--- src/rtl/rom_arbiter_pkg.sv ---
// Shared constants for the ROM arbiter slice: default widths, requester count
// and the fixed meaning of each requester port.
package rom_arbiter_pkg;

   localparam int ROM_DATA_WIDTH = 32;
   localparam int ROM_ADDR_WIDTH = 12;
   localparam int NREQ           = 2;

   localparam int PORT_IFETCH = 0;
   localparam int PORT_DLOAD  = 1;

   // Width of a port index; a single-port build still gets a 1-bit index.
   function automatic int port_bits(input int n);
      return (n > 1) ? $clog2(n) : 1;
   endfunction

endpackage

--- src/rtl/rom_rsp_buf.sv ---
// Two-entry response FIFO for one requester: head drives the response port,
// skid catches the word that arrives while the head is still being held.
module rom_rsp_buf
   import rom_arbiter_pkg::*;
#(
   parameter int DATA_WIDTH = ROM_DATA_WIDTH
) (
   input  logic                  clk,
   input  logic                  reset,
   input  logic                  push,
   input  logic [DATA_WIDTH-1:0] push_data,
   input  logic                  rsp_ready,
   output logic                  rsp_valid,
   output logic [DATA_WIDTH-1:0] rsp_data,
   output logic [1:0]            occ,
   output logic                  pop
);

   logic [DATA_WIDTH-1:0] head;
   logic [DATA_WIDTH-1:0] skid;

   assign rsp_valid = (occ != 2'd0);
   assign pop       = rsp_valid && rsp_ready;
   assign rsp_data  = head;

   // A pop shifts skid into head; a simultaneous push lands behind whatever remains.
   always_ff @(posedge clk or negedge reset) begin
      if (!reset) begin
         head <= '0;
         skid <= '0;
         occ  <= 2'd0;
      end else begin
         case ({push, pop})
            2'b10: begin
               if (occ == 2'd0) begin
                  head <= push_data;
               end else begin
                  skid <= push_data;
               end
               occ <= occ + 2'd1;
            end
            2'b01: begin
               head <= skid;
               occ  <= occ - 2'd1;
            end
            2'b11: begin
               if (occ == 2'd1) begin
                  head <= push_data;
               end else begin
                  head <= skid;
                  skid <= push_data;
               end
            end
            default: ;
         endcase
      end
   end

   no_overflow: assert property (@(posedge clk) disable iff (!reset)
      !(push && (occ == 2'd2) && !pop));

endmodule

--- src/rtl/rom_arbiter.sv ---
// Round-robin arbiter sharing one synchronous ROM between several read ports,
// with a per-port two-entry response buffer so a stalled port never blocks others.
module rom_arbiter
   import rom_arbiter_pkg::*;
#(
   parameter int DATA_WIDTH = ROM_DATA_WIDTH,
   parameter int ADDR_WIDTH = ROM_ADDR_WIDTH,
   parameter int NREQ       = rom_arbiter_pkg::NREQ
) (
   input  logic                       clk,
   input  logic                       reset,
   input  logic [NREQ-1:0]            req_valid,
   input  logic [NREQ*ADDR_WIDTH-1:0] req_addr,
   output logic [NREQ-1:0]            req_ready,
   output logic [NREQ-1:0]            rsp_valid,
   output logic [NREQ*DATA_WIDTH-1:0] rsp_data,
   input  logic [NREQ-1:0]            rsp_ready,
   output logic [ADDR_WIDTH-1:0]      rom_address,
   input  logic [DATA_WIDTH-1:0]      rom_q
);

   localparam int PW = port_bits(NREQ);

   logic [PW-1:0]         last_grant;
   logic [PW-1:0]         inflight_port;
   logic                  inflight_valid;
   logic [NREQ-1:0]       valid_q;
   logic [ADDR_WIDTH-1:0] addr_hold;

   logic [NREQ-1:0]       eligible;
   logic [NREQ-1:0]       push;
   logic [NREQ-1:0]       pop;
   logic [1:0]            occ [NREQ];

   logic                  found_c;
   logic                  found_e;
   logic [PW-1:0]         pick_c;
   logic [PW-1:0]         pick_e;
   logic [PW-1:0]         grant_idx;
   logic [PW-1:0]         idx_p;
   int                    idx;
   logic                  any_grant;
   logic                  any_xfer;

   for (genvar i = 0; i < NREQ; i++) begin : g_port
      assign push[i]     = inflight_valid && (inflight_port == PW'(i));
      assign eligible[i] = ({2'b00, push[i]} + {1'b0, occ[i]} - {2'b00, pop[i]}) < 3'd2;

      rom_rsp_buf #(
         .DATA_WIDTH (DATA_WIDTH)
      ) u_buf (
         .clk       (clk),
         .reset     (reset),
         .push      (push[i]),
         .push_data (rom_q),
         .rsp_ready (rsp_ready[i]),
         .rsp_valid (rsp_valid[i]),
         .rsp_data  (rsp_data[i*DATA_WIDTH +: DATA_WIDTH]),
         .occ       (occ[i]),
         .pop       (pop[i])
      );
   end

   // Contenders are ports that requested last cycle, so a port's ready never
   // depends on its own valid; with no contender the first eligible port is offered.
   always_comb begin
      found_c = 1'b0;
      found_e = 1'b0;
      pick_c  = '0;
      pick_e  = '0;
      idx     = 0;
      idx_p   = '0;
      for (int k = 1; k <= NREQ; k++) begin
         idx = int'(last_grant) + k;
         if (idx >= NREQ) begin
            idx = idx - NREQ;
         end
         idx_p = PW'(idx);
         if (!found_c && eligible[idx_p] && valid_q[idx_p]) begin
            found_c = 1'b1;
            pick_c  = idx_p;
         end
         if (!found_e && eligible[idx_p]) begin
            found_e = 1'b1;
            pick_e  = idx_p;
         end
      end
      grant_idx = found_c ? pick_c : pick_e;
      any_grant = reset && (found_c || found_e);
   end

   always_comb begin
      req_ready = '0;
      if (any_grant) begin
         req_ready[grant_idx] = 1'b1;
      end
   end

   assign any_xfer = |(req_valid & req_ready);

   always_comb begin
      rom_address = addr_hold;
      if (any_xfer) begin
         rom_address = req_addr[int'(grant_idx)*ADDR_WIDTH +: ADDR_WIDTH];
      end
   end

   always_ff @(posedge clk or negedge reset) begin
      if (!reset) begin
         last_grant     <= PW'(NREQ - 1);
         inflight_valid <= 1'b0;
         inflight_port  <= '0;
         valid_q        <= '0;
         addr_hold      <= '0;
      end else begin
         valid_q        <= req_valid;
         addr_hold      <= rom_address;
         inflight_valid <= any_xfer;
         if (any_xfer) begin
            inflight_port <= grant_idx;
            last_grant    <= grant_idx;
         end
      end
   end

   grant_onehot: assert property (@(posedge clk) disable iff (!reset) $onehot0(req_ready));

endmodule

--- config.mk ---
export PLATFORM = sky130hd
export DESIGN_NAME = rom_arbiter
export DESIGN_NICKNAME = d
export VERILOG_FILES = /design/src/rtl/rom_arbiter_pkg.sv /design/src/rtl/rom_rsp_buf.sv /design/src/rtl/rom_arbiter.sv
export SDC_FILE = /design/constraint.sdc
export NUM_CORES = 1
export LEC_CHECK = 0
export CAP_MARGIN = 40
export CORE_MARGIN = 2
export CORE_UTILIZATION = 50
export CTS_CLUSTER_SIZE = 14
export DETAILED_ROUTE_END_ITERATION = 16
export PLACE_DENSITY_LB_ADDON = 0.12
export SLEW_MARGIN = 30
export SYNTH_ARGS = -nofsm -noshare
export SYNTH_HDL_FRONTEND = slang
export SYNTH_SLANG_ARGS = --single-unit
--- constraint.sdc ---
create_clock -name clk -period 4.6 [get_ports clk]
set_input_delay 0.46 -clock clk [delete_from_list [all_inputs] [get_ports clk]]
set_output_delay 0.46 -clock clk [all_outputs]
set_load 0.1 [all_outputs]
==> metrics.txt, run 1 <==
antenna viol nets, final 0; FMAX 223 MHz; final wirelength 16.9 mm; syn nets 610; Vias 4,957; Iter 0 DRT Violations 343; cell area after synthesis 6440 um^2; I/O pin count 142; drt pass-1 iters 5; initial antenna violation count 0; Post-synth ARST share 100%; final HPWL from detailed placement 11.5 mm; CP max stage delay 0.44 ns; Num CTS Buffers 17; later-pin clock latency in the skew report 0.42 ns; # hold bufs at CTS 0; Final min period 4.48 ns; synth warn 0; Synth area leader dfrtp_1; Die Area 13,800 um^2; routed len/inst 18.3 um; Max-Cap Viols 0; Slew headroom 50.9%; Max clock buf depth 2; RSZ-0062 raised after global routing no; Setup Fix Bufs, Post-CTS 0; main area contributors after synthesis dfrtp_1 57%, mux2_2 14%, a22oi_1 7.5%, o21ai_0 5.1%, nand2_1 4.4%; Final Slew Violations 0; Hold/Removal Path Class primary input to async pin; synthesized area per cell 12.1 um^2; Post-synth top cells 148 x dfrtp_1, 79 x mux2_2, 76 x nand2_1; Die X 118 um; Core ar. 12,600 um^2; final setup skew 0.00758 ns; crit-path cells inv_1 > ha_1 > inv_1 > nand2_2 > inv_2 > ha_1 > nand2b_1 > fa_1 > xnor2_1 > and2_1 > a21oi_2 > buf_6 > mux2_2 > mux2_2 > buf_12; status complete, no violations; launch point of the worst reg-to-reg path g_port[0].u_buf.occ[1]; Cell variety after synth 27; Required @ worst endpoint 4.14 ns; # port buffers 141; largest net degree at the start of global routing 84; nature of the critical path endpoint output pin; Site Rows 41; WP data arrival 4.02 ns; setup tns final 0 ns; Final Net Count 816; final setup fails 0; number of diodes 0; most common cell in the netlist dfrtp_1; DRC 0; share of cells above drive strength 1 30.0%; first-pass GRT wire length 27.5 mm; post-route clock period utilization 97.3%; Slew @ Worst Pin 0.736 ns; fill count 765; vias in the first global route 5,348; number of enable flip-flop cells after synthesis 0; final hold violations 0; Initial Utilization 51.1%; GRT overflow 0; critical path launch point type register; CP max stage cell dfrtp_1; Yosys reg bits 149; Die Height 118 um; Cells after Synth 534; Critical R2R Capture addr_hold[11]; vias per cell 5.36; ys flop type dfrtp_1; Area Overhead vs Synth 56.1%; Reg2Reg Setup Slack 1.06 ns; all-layer global routing usage 25.3%; CTS tree built; crit-path max FO 13; area share of the leading cell type in the synthesized netlist 57.5%; cells on worst reg2reg path 14; Seq/Total Area, Yosys 57.9%; Clk Tree Root Cell clkbuf_16; Setup Crit Path Kind register to output pin; RD Place Congestion 0.727; CTS Sinks 149; Clock H-tree levels 4; Clock Pin Slew Worst Setup and Hold Paths 0.06 ns
-- sequential cells by signal, indices dropped and copies added, names as in the netlist --
signal and flops:
g_port.u_buf.rsp_data 64, last_grant 1, valid_q 2, g_port.u_buf.occ 4, inflight_valid 1, inflight_port 1, g_port.u_buf.skid 64, addr_hold 12
-- critical path, delay by kind of cell, from the launching register on --
kind	cells	cell delay [ns]
AOI/OAI and AO/OA	1	0.17
and+or+nand+nor	3	0.52
buffers and inverters	5	0.68
muxes	2	0.67
DFF	1	0.44
xor gates and xnor gates	1	0.13
adders and majority gates	3	0.99
-- stage by stage --
| step | util [%] | setup slack, ns | cells | instance area [um^2] | hold slack (ns) |
|---|---|---|---|---|---|
| after floorplan | - | 0.897 | 534 | 6440 | 0.164 |
| after global placement | 64.6 | 0.585 | 820 | 8150 | 0.462 |
| after detailed placement | 74.2 | 0.443 | 890 | 9370 | 0.473 |
| after CTS | 79.0 | 0.0238 | 922 | 9970 | 0.0644 |
| after global routing | 79.7 | 0.00219 | 925 | 10100 | 0.0843 |
| final | 79.7 | 0.124 | 925 | 10100 | 0.0399 |
-- worst max path at each step --
stage,startpoint,end,cells after the start
after global routing,g_port[0].u_buf.occ[1],rom_address[11],15
after floorplan,g_port[0].u_buf.occ[1],req_ready[1],13
after detailed placement,rsp_ready[0],rom_address[11],13
final,g_port[0].u_buf.occ[1],rom_address[11],15
after CTS,g_port[0].u_buf.occ[1],rom_address[11],15
after global placement,rsp_ready[0],rom_address[0],13
-- layout make-up --
type | count | area (um^2) | area share [%]
tap | 172 | 215 | 2.14
timing repair buffer | 221 | 2900 | 28.8
multi-input combinational | 338 | 2570 | 25.5
clock inverter | 13 | 156 | 1.55
clock buffer | 19 | 443 | 4.40
sequential | 149 | 3730 | 37.1
inverter | 13 | 48.8 | 0.485
-- cell usage in the layout (no fill, tap or decap), drive strengths merged --
master,count
inv,14
nand2,76
clkinvlp,2
o211a,1
dfstp,1
ha,12
o21a,2
a22o,2
nor2b,1
and2,3
o21ai,66
nor2,2
clkdlybuf4s50,126
bufinv,3
nand3,4
maj3,1
fa,2
clkbuf,19
nand2b,2
a22oi,64
mux2,88
dfrtp,148
a21oi,6
buf,95
clkinv,7
xnor2,6
-- cells by family after synthesis --
family	share of synthesized area [%]
muxes	15.9
adders and majority gates	3.13
xor gates and xnor gates	0.815
and+or+nand+nor	5.44
buffers and inverters	3.03
DFF	57.9
AOI/OAI and AO/OA	13.8
-- metal layers --
metal	vias up	global-route usage (%)	wire [um]
li1	2307	-	-
met1	2475	31.1	6660
met2	146	43.4	9030
met3	29	5.33	844
met4	0	10.7	366
met5	-	0	0
-- what timing repair did --
item / in CTS / in global routing
endpoints found under the setup margin: 1 / 12
pin swaps: 0 / 0
cloned: 0 / 0
gates resized for setup: 1 / 3
Power of run 1 is left out: the tool's default activity adds up to more than one toggle a clock period on the data nets, which glitch-free logic cannot reach.
==> run 2, diff against run 1 <==
--- a/config.mk
+++ b/config.mk
@@ -6,7 +6,7 @@
 export NUM_CORES = 1
 export LEC_CHECK = 0
 export CAP_MARGIN = 40
-export CORE_MARGIN = 2
+export CORE_MARGIN = 1.5
 export CORE_UTILIZATION = 50
 export CTS_CLUSTER_SIZE = 14
 export DETAILED_ROUTE_END_ITERATION = 16
==> metrics.txt, run 2 (synthesis results as in run 1) <==
status complete, no violations; RSZ-0062 raised after global routing no; Final Cell Area 9930 um^2 (-1.3%); most frequent cells in the layout 148 x dfrtp_1, 126 x clkdlybuf4s50_1, 79 x mux2_2; instance count on the critical path 15 (unchanged); post-route clock period utilization 95.8% (-1.5 points); RD Place Congestion 0.766 (+5.4%); Final Net Count 815 (-0.12%); final setup skew 0.00910 ns (+0.00152 ns); I/O pin count 142 (unchanged); first-pass GRT wire length 26.5 mm (-3.5%); FMAX 227 MHz (+1.5%); Critical R2R Capture addr_hold[9]; launch point of the worst reg-to-reg path g_port[0].u_buf.occ[1]; Hold/Removal Path Class primary input to async pin; Worst path top cell family by delay adder cells; Setup Crit Path Kind register to output pin; Final Slew Violations 0 (unchanged); drt pass-1 iters 4 (-1); Clock Pin Slew Worst Setup and Hold Paths 0.06 ns (about the same); Area Overhead vs Synth 54.1%; Final min period 4.41 ns (-0.0672 ns); number of diodes 0 (unchanged); Reg2Reg Setup Slack 1.11 ns (+0.05 ns); Num CTS Buffers 17 (unchanged); vias per cell 5.40 (+0.79%); Required @ worst endpoint 4.14 ns (about the same); CP max stage delay 0.43 ns (about the same); Core Util, Final 78.7% (-1.0 points); # hold bufs at CTS 0 (unchanged); largest net degree at the start of global routing 82 (-2.4%); all-layer global routing usage 25.8% (+0.52 points); crit path capture rom_address[1]; fill count 797 (+4.2%); Buf+Inv Stages, Crit Path 5 (unchanged); final hold violations 0 (unchanged); final HPWL from detailed placement 11.2 mm (-2.1%); Site Rows 41 (unchanged); Clock H-tree levels 4 (unchanged); setup tns final 0 ns (unchanged); GRT overflow 0 (unchanged); DP Area 9350 um^2 (-0.23%); Max-Cap Viols 0 (unchanged); initial antenna violation count 0 (unchanged); Max clock buf depth 2 (unchanged); routed len/inst 17.8 um (-2.7%); CTS tree built; CP startpoint g_port[0].u_buf.occ[1]; Slew @ Worst Pin 0.765 ns (+0.0290 ns); crit-path cells inv_1 > ha_1 > inv_1 > nand2_1 > inv_1 > ha_1 > nand2b_1 > fa_1 > xnor2_1 > and2_1 > a21oi_2 > buf_6 > mux2_2 > mux2_2 > buf_12; Die X 117 um (-0.85%); DRC 0 (unchanged); Core ar. 12,600 um^2 (unchanged); Slew headroom 48.9% (-2.0 points); final setup fails 0 (unchanged); critical path launch point type register; CP max stage cell dfrtp_1; Iter 0 DRT Violations 260 (-24%); final wirelength 16.4 mm (-3.3%); WP data arrival 3.95 ns (-0.07 ns); Vias 4,969 (+0.24%); cells on worst reg2reg path 14 (unchanged); # port buffers 141 (unchanged); later-pin clock latency in the skew report 0.41 ns (about the same); CTS Sinks 149 (unchanged); Die Area 13,600 um^2 (-1.7%); Clk Tree Root Cell clkbuf_16; Die Height 117 um (-0.85%); commonest non-fill, non-tap cell in the layout dfrtp_1; vias in the first global route 5,239 (-2.0%); share of cells above drive strength 1 29.1% (-0.87 points); crit-path max FO 13 (unchanged); Worst path most repeated cell inv_1; antenna viol nets, final 0 (unchanged); nature of the critical path endpoint output pin; Initial Utilization 51.1% (unchanged)
[run 2: changes by cell type in the layout (fill, tap and decap cells not counted), sizes merged]
| cell | before | now |
|---|---|---|
| buf | 95 | 94 |
| bufinv | 3 | 1 |
| clkbuf | 19 | 24 |
| clkinv | 7 | 2 |
| clkinvlp | 2 | 1 |
| inv | 14 | 13 |
[run 2: per-layer routing]
layer  GRT usage (%)  wire length (um)  vias to the layer above
met1            31.4              6710                     2520
met4            10.5               316                        0
met2            45.2              8690                      118
li1                -                 -                     2305
met3            5.19               637                       26
met5               0                 0                        -
[run 2: area by class of cell]
type | instances | area [um^2] | area share, %
clock buffers | 24 | 502 | 5.05
clock inverters | 4 | 47.5 | 0.479
inverters | 13 | 48.8 | 0.491
multi-input cells | 338 | 2560 | 25.8
flip-flops and latches | 149 | 3730 | 37.6
well taps | 172 | 215 | 2.17
repair buffers | 220 | 2830 | 28.5
[run 2: through the flow]
stage | std cells | setup slack, ns | hold slack, ns
floorplan | 534 | 0.897 | 0.164
global placement | 821 | 0.620 | 0.460
detailed placement | 891 | 0.533 | 0.470
CTS | 919 | 0.128 | 0.0931
global route | 920 | 0.0190 | 0.130
finish | 920 | 0.191 | 0.0648
[run 2: worst min path at each step]
stage                                 startpoint                      endpoint  slack [ns]  depth (start not counted)
floorplan                                  reset                  addr_hold[0]        0.16                          0
global placement    g_port[1].u_buf.rsp_data[22]  g_port[1].u_buf.rsp_data[22]        0.46                          2
detailed placement  g_port[1].u_buf.rsp_data[25]  g_port[1].u_buf.rsp_data[25]        0.47                          2
CTS                                        reset                    valid_q[0]        0.09                          1
global route                               reset                 inflight_port        0.13                          1
finish                                     reset                    valid_q[0]        0.06                          1
[run 2: repair_timing]
action	in CTS	in global routing
buffers inserted	0	0
gates resized for setup	0	2
hold endpoints to repair	0	0
endpoints found under the setup margin	0	8
Power of run 2 is left out for the same reason.
